===== src/rtl/wb_lsu_master_if.sv =====
// ============================================================================
// Module   : wb_lsu_master_if
// Purpose  : Wishbone pipelined-mode bus between the LSU initiator and responders.
// Revision : 1.0 - initial release
// ============================================================================
`default_nettype none

interface wb_lsu_master_if;
   logic        o_wb_cycle;
   logic        o_wb_stb;
   logic        o_wb_we;
   logic [3:0]  o_wb_sel;
   logic [29:0] o_wb_addr;
   logic [31:0] o_wb_mosi_data;
   logic        i_wb_ack;
   logic        i_wb_stall;
   logic [31:0] i_wb_miso_data;

   modport master (
      output o_wb_cycle, o_wb_stb, o_wb_we, o_wb_sel, o_wb_addr, o_wb_mosi_data,
      input  i_wb_ack, i_wb_stall, i_wb_miso_data
   );

   modport slave (
      input  o_wb_cycle, o_wb_stb, o_wb_we, o_wb_sel, o_wb_addr, o_wb_mosi_data,
      output i_wb_ack, i_wb_stall, i_wb_miso_data
   );
endinterface

`default_nettype wire


===== src/rtl/wb_lsu_master.sv =====
// ============================================================================
// Module   : wb_lsu_master
// Purpose  : Single-beat Wishbone pipelined load/store initiator for the memory
//            stage. Optional bus timeout abort enabled by defining WB_TIMEOUT_EN.
// Revision : 1.0 - initial release
// ============================================================================
`default_nettype none

module wb_lsu_master #(
   parameter int unsigned TIMEOUT_CYCLES = 255
) (
   input  logic                   clk,
   input  logic                   reset,
   input  logic                   i_req_valid,
   output logic                   o_req_ready,
   input  logic                   i_req_we,
   input  logic [31:0]            i_req_addr,
   input  logic [1:0]             i_req_size,
   input  logic                   i_req_unsigned,
   input  logic [31:0]            i_req_wdata,
   output logic                   o_rsp_valid,
   output logic [31:0]            o_rsp_rdata,
   output logic                   o_rsp_err,
   wb_lsu_master_if.master        wb
);

   typedef enum logic [1:0] {
      IDLE = 2'd0,
      REQ  = 2'd1,
      WAIT = 2'd2,
      RESP = 2'd3
   } state_t;

   state_t      state_q;
   logic        ready_q;
   logic        rsp_valid_q;
   logic        rsp_err_q;
   logic [31:0] rsp_rdata_q;
   logic        cyc_q;
   logic        stb_q;
   logic        we_q;
   logic [3:0]  sel_q;
   logic [29:0] addr_q;
   logic [31:0] mosi_q;
   logic [1:0]  off_q;
   logic [1:0]  size_q;
   logic        uns_q;

   logic        illegal_d;
   logic [3:0]  sel_d;
   logic [31:0] mosi_d;
   logic [31:0] lane_d;
   logic [31:0] load_d;
   logic        done_d;
   logic        timeout_d;

   always_comb begin
      illegal_d = 1'b0;
      sel_d     = 4'b1111;
      mosi_d    = i_req_wdata;
      case (i_req_size)
         2'b00: begin
            sel_d  = 4'b0001 << i_req_addr[1:0];
            mosi_d = {4{i_req_wdata[7:0]}};
         end
         2'b01: begin
            sel_d     = 4'b0011 << i_req_addr[1:0];
            mosi_d    = {2{i_req_wdata[15:0]}};
            illegal_d = i_req_addr[0];
         end
         2'b10:   illegal_d = (i_req_addr[1:0] != 2'b00);
         default: illegal_d = 1'b1;
      endcase

      // Bring the addressed lane down to bit 0, then extend to 32 bits.
      lane_d = wb.i_wb_miso_data >> {off_q, 3'b000};
      case (size_q)
         2'b00:   load_d = {{24{~uns_q & lane_d[7]}},  lane_d[7:0]};
         2'b01:   load_d = {{16{~uns_q & lane_d[15]}}, lane_d[15:0]};
         default: load_d = lane_d;
      endcase

      done_d = wb.i_wb_ack & (((state_q == REQ) & ~wb.i_wb_stall) | (state_q == WAIT));
   end

`ifdef WB_TIMEOUT_EN
   localparam int unsigned c_CNT_W = $clog2(TIMEOUT_CYCLES + 1);
   logic [c_CNT_W-1:0] cnt_q;
   logic [c_CNT_W-1:0] cnt_d;

   // Compare the post-increment count so the bus is held exactly TIMEOUT_CYCLES.
   assign cnt_d     = cnt_q + c_CNT_W'(1);
   assign timeout_d = (cnt_d == c_CNT_W'(TIMEOUT_CYCLES));
`else
   logic w_unused_timeout;
   assign w_unused_timeout = |TIMEOUT_CYCLES;
   assign timeout_d        = 1'b0;
`endif

   always_ff @(posedge clk) begin
      if (reset) begin
         state_q     <= IDLE;
         ready_q     <= 1'b1;
         rsp_valid_q <= 1'b0;
         rsp_err_q   <= 1'b0;
         rsp_rdata_q <= 32'd0;
         cyc_q       <= 1'b0;
         stb_q       <= 1'b0;
         we_q        <= 1'b0;
         sel_q       <= 4'd0;
         addr_q      <= 30'd0;
         mosi_q      <= 32'd0;
         off_q       <= 2'd0;
         size_q      <= 2'd0;
         uns_q       <= 1'b0;
`ifdef WB_TIMEOUT_EN
         cnt_q       <= '0;
`endif
      end else begin
         rsp_valid_q <= 1'b0;
         case (state_q)
            IDLE: begin
               if (i_req_valid) begin
                  ready_q <= 1'b0;
                  off_q   <= i_req_addr[1:0];
                  size_q  <= i_req_size;
                  uns_q   <= i_req_unsigned;
                  if (illegal_d) begin
                     state_q     <= RESP;
                     rsp_valid_q <= 1'b1;
                     rsp_err_q   <= 1'b1;
                     rsp_rdata_q <= 32'd0;
                  end else begin
                     state_q <= REQ;
                     cyc_q   <= 1'b1;
                     stb_q   <= 1'b1;
                     we_q    <= i_req_we;
                     sel_q   <= sel_d;
                     addr_q  <= i_req_addr[31:2];
                     mosi_q  <= mosi_d;
`ifdef WB_TIMEOUT_EN
                     cnt_q   <= '0;
`endif
                  end
               end
            end
            REQ, WAIT: begin
`ifdef WB_TIMEOUT_EN
               cnt_q <= cnt_d;
`endif
               if (done_d) begin
                  state_q     <= RESP;
                  cyc_q       <= 1'b0;
                  stb_q       <= 1'b0;
                  rsp_valid_q <= 1'b1;
                  rsp_err_q   <= 1'b0;
                  rsp_rdata_q <= we_q ? 32'd0 : load_d;
               end else if (timeout_d) begin
                  state_q     <= RESP;
                  cyc_q       <= 1'b0;
                  stb_q       <= 1'b0;
                  rsp_valid_q <= 1'b1;
                  rsp_err_q   <= 1'b1;
                  rsp_rdata_q <= 32'd0;
               end else if ((state_q == REQ) && !wb.i_wb_stall) begin
                  state_q <= WAIT;
                  stb_q   <= 1'b0;
               end
            end
            RESP: begin
               state_q   <= IDLE;
               ready_q   <= 1'b1;
               rsp_err_q <= 1'b0;
            end
            default: state_q <= IDLE;
         endcase
      end
   end

   assign o_req_ready       = ready_q;
   assign o_rsp_valid       = rsp_valid_q;
   assign o_rsp_err         = rsp_err_q;
   assign o_rsp_rdata       = rsp_rdata_q;
   assign wb.o_wb_cycle     = cyc_q;
   assign wb.o_wb_stb       = stb_q;
   assign wb.o_wb_we        = we_q;
   assign wb.o_wb_sel       = sel_q;
   assign wb.o_wb_addr      = addr_q;
   assign wb.o_wb_mosi_data = mosi_q;

endmodule

`default_nettype wire


===== src/flat_wrapper.sv =====
// flat-port wrapper written by rule: the top's interface ports become plain ports
module wb_lsu_master_flat 
#(
   parameter int unsigned TIMEOUT_CYCLES = 255
)
  (clk, reset, i_req_valid, o_req_ready, i_req_we, i_req_addr, i_req_size, i_req_unsigned, i_req_wdata, o_rsp_valid, o_rsp_rdata, o_rsp_err, wb_o_wb_cycle, wb_o_wb_stb, wb_o_wb_we, wb_o_wb_sel, wb_o_wb_addr, wb_o_wb_mosi_data, wb_i_wb_ack, wb_i_wb_stall, wb_i_wb_miso_data);
  wb_lsu_master_if wb_i ();
  input  logic clk;
  input  logic reset;
  input  logic i_req_valid;
  output logic o_req_ready;
  input  logic i_req_we;
  input  logic [31:0] i_req_addr;
  input  logic [1:0] i_req_size;
  input  logic i_req_unsigned;
  input  logic [31:0] i_req_wdata;
  output logic o_rsp_valid;
  output logic [31:0] o_rsp_rdata;
  output logic o_rsp_err;
  output wire logic [$bits(wb_i.o_wb_cycle)-1:0] wb_o_wb_cycle;
  output wire logic [$bits(wb_i.o_wb_stb)-1:0] wb_o_wb_stb;
  output wire logic [$bits(wb_i.o_wb_we)-1:0] wb_o_wb_we;
  output wire logic [$bits(wb_i.o_wb_sel)-1:0] wb_o_wb_sel;
  output wire logic [$bits(wb_i.o_wb_addr)-1:0] wb_o_wb_addr;
  output wire logic [$bits(wb_i.o_wb_mosi_data)-1:0] wb_o_wb_mosi_data;
  input wire logic [$bits(wb_i.i_wb_ack)-1:0] wb_i_wb_ack;
  input wire logic [$bits(wb_i.i_wb_stall)-1:0] wb_i_wb_stall;
  input wire logic [$bits(wb_i.i_wb_miso_data)-1:0] wb_i_wb_miso_data;
  assign wb_o_wb_cycle = wb_i.o_wb_cycle;
  assign wb_o_wb_stb = wb_i.o_wb_stb;
  assign wb_o_wb_we = wb_i.o_wb_we;
  assign wb_o_wb_sel = wb_i.o_wb_sel;
  assign wb_o_wb_addr = wb_i.o_wb_addr;
  assign wb_o_wb_mosi_data = wb_i.o_wb_mosi_data;
  assign wb_i.i_wb_ack = wb_i_wb_ack;
  assign wb_i.i_wb_stall = wb_i_wb_stall;
  assign wb_i.i_wb_miso_data = wb_i_wb_miso_data;
  wb_lsu_master #(.TIMEOUT_CYCLES(TIMEOUT_CYCLES)) u_core (.clk(clk), .reset(reset), .i_req_valid(i_req_valid), .o_req_ready(o_req_ready), .i_req_we(i_req_we), .i_req_addr(i_req_addr), .i_req_size(i_req_size), .i_req_unsigned(i_req_unsigned), .i_req_wdata(i_req_wdata), .o_rsp_valid(o_rsp_valid), .o_rsp_rdata(o_rsp_rdata), .o_rsp_err(o_rsp_err), .wb(wb_i));
endmodule

===== config.mk =====
export PLATFORM = sky130hd
export DESIGN_NAME = wb_lsu_master_flat
export DESIGN_NICKNAME = d
export VERILOG_FILES = /design/src/rtl/wb_lsu_master_if.sv /design/src/rtl/wb_lsu_master.sv /design/src/flat_wrapper.sv
export SDC_FILE = /design/constraint.sdc
export NUM_CORES = 1
export LEC_CHECK = 0
export ABC_AREA = 1
export CAP_MARGIN = 30
export CORE_MARGIN = 2
export CORE_UTILIZATION = 47
export DETAILED_ROUTE_END_ITERATION = 6
export GPL_TIMING_DRIVEN = 1
export PLACE_DENSITY = 0.86
export SYNTH_ARGS = -nofsm -noshare
export SYNTH_HDL_FRONTEND = slang
export SYNTH_SLANG_ARGS = --single-unit

===== constraint.sdc =====
create_clock -name clk -period 4.9 [get_ports clk]
set_clock_uncertainty 0.15 [all_clocks]
set_input_delay 1.225 -clock clk [delete_from_list [all_inputs] [get_ports clk]]
set_output_delay 1.225 -clock clk [all_outputs]
set_load 0.005 [all_outputs]

==> impl_metrics.xml <==
<?xml version="1.0" encoding="UTF-8"?>
<metrics>
  <group name="timing">
    <metric name="max_slew_margin" unit="%">38.25</metric>
    <metric name="period_minus_slack" unit="ps">3551</metric>
    <metric name="finalSetupViolations" unit="">0</metric>
    <metric name="tightest_slew" unit="ps">925.2</metric>
    <metric name="count_of_final_max_slew_check_failures" unit="">0</metric>
    <metric name="rsz0062_at_grt" unit="">false</metric>
    <metric name="timing.final.crit_share" unit="%">72.47</metric>
    <metric name="finalHoldViolations" unit="">0</metric>
    <metric name="setup-tns-final" unit="ps">0</metric>
    <metric name="clock.fmax" unit="MHz">281.6</metric>
  </group>
  <group name="worst_setup_path">
    <metric name="startpoint_type" unit="">input pin</metric>
    <metric name="critical_path.startpoint" unit="">i_req_size[0]</metric>
    <metric name="critical_path.reg2reg.endpoint" unit="">u_core.o_rsp_rdata[31]$_SDFFE_PP0P_</metric>
    <metric name="worst-r2r-setup-slack" unit="ps">2200</metric>
    <metric name="cpPeakStageDelay" unit="ps">670</metric>
    <metric name="arrival" unit="ps">3690</metric>
    <metric name="worstPathCellList" unit="">clkdlybuf4s50_1, nand2_2, nand2_2, nand2_4, nand2_4, nor2_4, buf_4, o21ai_1, a31oi_1</metric>
    <metric name="cp_data_required_time" unit="ps">5040</metric>
    <metric name="path_class" unit="">input pin to flip-flop</metric>
    <metric name="timing.critical_path.slowest_stage_cell" unit="">clkdlybuf4s50_1</metric>
    <metric name="crit_end_category" unit="">flip-flop</metric>
    <metric name="worstSetupEndpoint" unit="">u_core.wb.o_wb_mosi_data[17]$_SDFFE_PP0P_</metric>
    <metric name="critical_path.reg2reg.startpoint" unit="">u_core.off_q[0]$_SDFFE_PP0P_</metric>
    <metric name="worstPathMaxFanout" unit="">68</metric>
    <metric name="timing.reg2reg.worst_path_depth" unit="">7</metric>
  </group>
  <group name="yosys">
    <metric name="post-synth-top-count-cell" unit="">nand2_1</metric>
    <metric name="yosysTopAreaCellShare" unit="%">42.01</metric>
    <metric name="synthesis.yosys.warnings" unit="">0</metric>
    <metric name="syn_area" unit="sq um">5290</metric>
    <metric name="synth_cell_types" unit="">28</metric>
    <metric name="synth-edff-count" unit="">0</metric>
    <metric name="flops_latches_synth" unit="">111</metric>
    <metric name="post_synth_arst_share" unit="%">0</metric>
    <metric name="synth.net_count" unit="">866</metric>
    <metric name="synth.cells.most_frequent" unit="">nand2_1 (183), dfxtp_1 (111), nor2_1 (97)</metric>
    <metric name="proportion_of_synthesized_chip_area_in_sequential_cells" unit="%">42.01</metric>
    <metric name="synth.avg_cell_area" unit="sq um">6.997</metric>
    <metric name="synthCells" unit="">756</metric>
    <metric name="synth_area_leaders" unit="">dfxtp_1 (42%), nand2_1 (13%), nand3_1 (7.2%)</metric>
    <metric name="yosysTopAreaCell" unit="">dfxtp_1</metric>
    <metric name="dominantRegCellSynth" unit="">dfxtp_1</metric>
  </group>
  <group name="routing">
    <metric name="routed-wl-met2" unit="microns">7852</metric>
    <metric name="vias_per_cell" unit="">5.364</metric>
    <metric name="highest-signal-layer" unit="">met4</metric>
    <metric name="drt-met1-wl" unit="microns">6420</metric>
    <metric name="routed_wl" unit="microns">16540</metric>
    <metric name="detail_route.wl_per_cell" unit="microns">15.47</metric>
    <metric name="route.detailed.drc" unit="">0</metric>
    <metric name="route.vias.total" unit="">5734</metric>
    <metric name="final_antenna_net_count" unit="">0</metric>
    <metric name="violation_count_after_the_first_detailed_routing_iteration" unit="">369</metric>
    <metric name="dr_wl_met3" unit="microns">1855</metric>
    <metric name="drtPass1Iterations" unit="">5</metric>
  </group>
  <group name="global_routing">
    <metric name="grt_pass1_vias" unit="">5459</metric>
    <metric name="grt.total_usage" unit="%">27.64</metric>
    <metric name="overflow" unit="">0</metric>
    <metric name="initial_antenna_violation_count" unit="">0</metric>
    <metric name="pin_count_of_the_biggest_net_entering_global_routing" unit="">71</metric>
    <metric name="wire_length_of_the_first_global_routing_pass" unit="microns">26240</metric>
  </group>
  <group name="placed_design">
    <metric name="placed_cell_area" unit="sq um">7223</metric>
    <metric name="post-dp-hpwl" unit="microns">11540</metric>
    <metric name="port_buffers" unit="">208</metric>
    <metric name="gp_routability_congestion" unit="">0.9463</metric>
  </group>
  <group name="cells_and_area">
    <metric name="finalInstanceArea" unit="sq um">7402</metric>
    <metric name="n_antenna_cell" unit="">0</metric>
    <metric name="fin_util" unit="%">67.98</metric>
    <metric name="register_area" unit="sq um">2222</metric>
    <metric name="drive_above_1_share" unit="%">4.306</metric>
    <metric name="area_growth_syn_to_layout" unit="%">39.92</metric>
    <metric name="multi_input_comb_area" unit="sq um">2601</metric>
    <metric name="design.final.nets" unit="">1034</metric>
    <metric name="layout.filler_cells" unit="">950</metric>
  </group>
  <group name="run">
    <metric name="drv_cap" unit="">0</metric>
  </group>
  <group name="clock_tree">
    <metric name="worstSkewPairLatency" unit="ps">370</metric>
    <metric name="cts_tree" unit="">built</metric>
    <metric name="tritoncts.num_buffers" unit="">9</metric>
    <metric name="clockRootBuffer" unit="">clkbuf_8</metric>
    <metric name="htree_levels" unit="">3</metric>
    <metric name="post_cts_resize_count" unit="">0</metric>
    <metric name="worst_setup_hold_path_clk_slew" unit="ps">110</metric>
    <metric name="cts.sinks" unit="">111</metric>
    <metric name="clock_path_buffers" unit="">2</metric>
    <metric name="post_cts_hold_buffer_count" unit="">0</metric>
    <metric name="cts.repair_timing.setup_buffer_count" unit="">0</metric>
  </group>
  <group name="floorplanning">
    <metric name="core_area" unit="sq um">10890</metric>
    <metric name="fp-row-count" unit="">38</metric>
    <metric name="die_area" unit="sq um">12120</metric>
    <metric name="start_util" unit="%">48.59</metric>
    <metric name="die_y" unit="microns">110.1</metric>
    <metric name="io_pins" unit="">209</metric>
    <metric name="floorplan.die.width" unit="microns">110.1</metric>
  </group>
  <group name="outcome">
    <metric name="status" unit="">finished, final reports clean</metric>
  </group>
  <group name="power_and_ir_drop">
    <metric name="vdd.ir_drop.worst" unit="V">0.0002673</metric>
    <metric name="pwr_dens" unit="nW/um^2">451.3</metric>
    <metric name="total_leakage_power" unit="nW">3.006</metric>
  </group>
  <group name="worst_hold_path">
    <metric name="holdCritPathClass" unit="">flip-flop to flip-flop</metric>
  </group>
</metrics>
stage by stage:
stage	hold slack [ps]	power (mW)	instances	worst slack (ps)
after floorplan	290.3	2.301	756	2490
after global placement	288.2	2.802	1053	1139
after detailed placement	293.5	2.817	1053	1033
after CTS	311.8	3.347	1069	1407
after global routing	337.2	3.593	1069	1129
final	309.8	3.341	1069	1349
state kept, by name (all words and copies together), names as in the netlist:
| signal | flops |
|---|---|
| u_core.wb.o_wb_sel | 4 |
| u_core.size_q | 2 |
| u_core.wb.o_wb_addr | 30 |
| u_core.o_req_ready | 1 |
| u_core.state_q | 2 |
| u_core.o_rsp_rdata | 32 |
| u_core.uns_q | 1 |
| u_core.off_q | 2 |
| u_core.wb.o_wb_mosi_data | 32 |
| u_core.wb.o_wb_cycle | 1 |
| u_core.o_rsp_err | 1 |
| u_core.o_rsp_valid | 1 |
| u_core.wb.o_wb_stb | 1 |
| u_core.wb.o_wb_we | 1 |
final cells by class:
cell class                      count  area share [%]
Multi-Input combinational cell    562           35.14
Sequential cell                   111           30.02
Clock buffer                        9           1.673
Tap cell                          140           2.366
Clock inverter                      7          0.7437
Inverter                           28           1.521
Timing Repair Buffer              212           28.53
worst min path at each step:
stage	slack (ps)	end	cells after the start	startpoint
6_report	310	u_core.o_rsp_err$_SDFFE_PP0P_	2	u_core.o_rsp_err$_SDFFE_PP0P_
5_1_grt	340	u_core.o_rsp_err$_SDFFE_PP0P_	2	u_core.o_rsp_err$_SDFFE_PP0P_
4_1_cts	310	u_core.o_rsp_err$_SDFFE_PP0P_	2	u_core.o_rsp_err$_SDFFE_PP0P_
3_5_place_dp	290	u_core.o_rsp_err$_SDFFE_PP0P_	2	u_core.o_rsp_err$_SDFFE_PP0P_
3_3_place_gp	290	u_core.o_rsp_err$_SDFFE_PP0P_	2	u_core.o_rsp_err$_SDFFE_PP0P_
2_1_floorplan	290	u_core.o_rsp_err$_SDFFE_PP0P_	2	u_core.o_rsp_err$_SDFFE_PP0P_
routing by layer:
| layer | vias up | track usage, % |
|---|---|---|
| li1 | 2829 | - |
| met1 | 2592 | 32.38 |
| met2 | 279 | 47.37 |
| met3 | 34 | 9.759 |
| met4 | 0 | 8.571 |
| met5 | - | 0 |
cell families (layout without fill, tap and decap cells):
kind of cell	count (synthesis)	count (layout)	share of synthesized area, %
AOI/OAI and AO/OA	184	184	17.95
adders and majority gates	5	5	1.183
buffers and inverters	83	256	8.822
DFF	111	111	42.01
and+or+nand+nor	373	373	30.04
worst max-delay path: cells and delay by family:
kind                   cells  cell delay [ps]
buffers and inverters      2             1260
and+or+nand+nor            5              810
AOI/OAI and AO/OA          2              380
placed cells by master, fill, tap and decap left out, types with 5 or more instances in the layout:
cell,n
o21ai_1,18
inv_1,19
nor2_1,97
a21oi_1,74
a31oi_1,19
nand2_1,183
clkbuf_8,9
o21ai_0,72
dfxtp_1,111
nand3_1,76
inv_2,5
ha_1,5
clkdlybuf4s50_1,208
power breakdown:
part | switching [mW] | internal, mW
combinational | 0.929 | 0.665
sequential | 0.135 | 1.09
clock | 0.331 | 0.192
total | 1.40 | 1.95
Note: power is estimated with default switching activity, not from simulation.
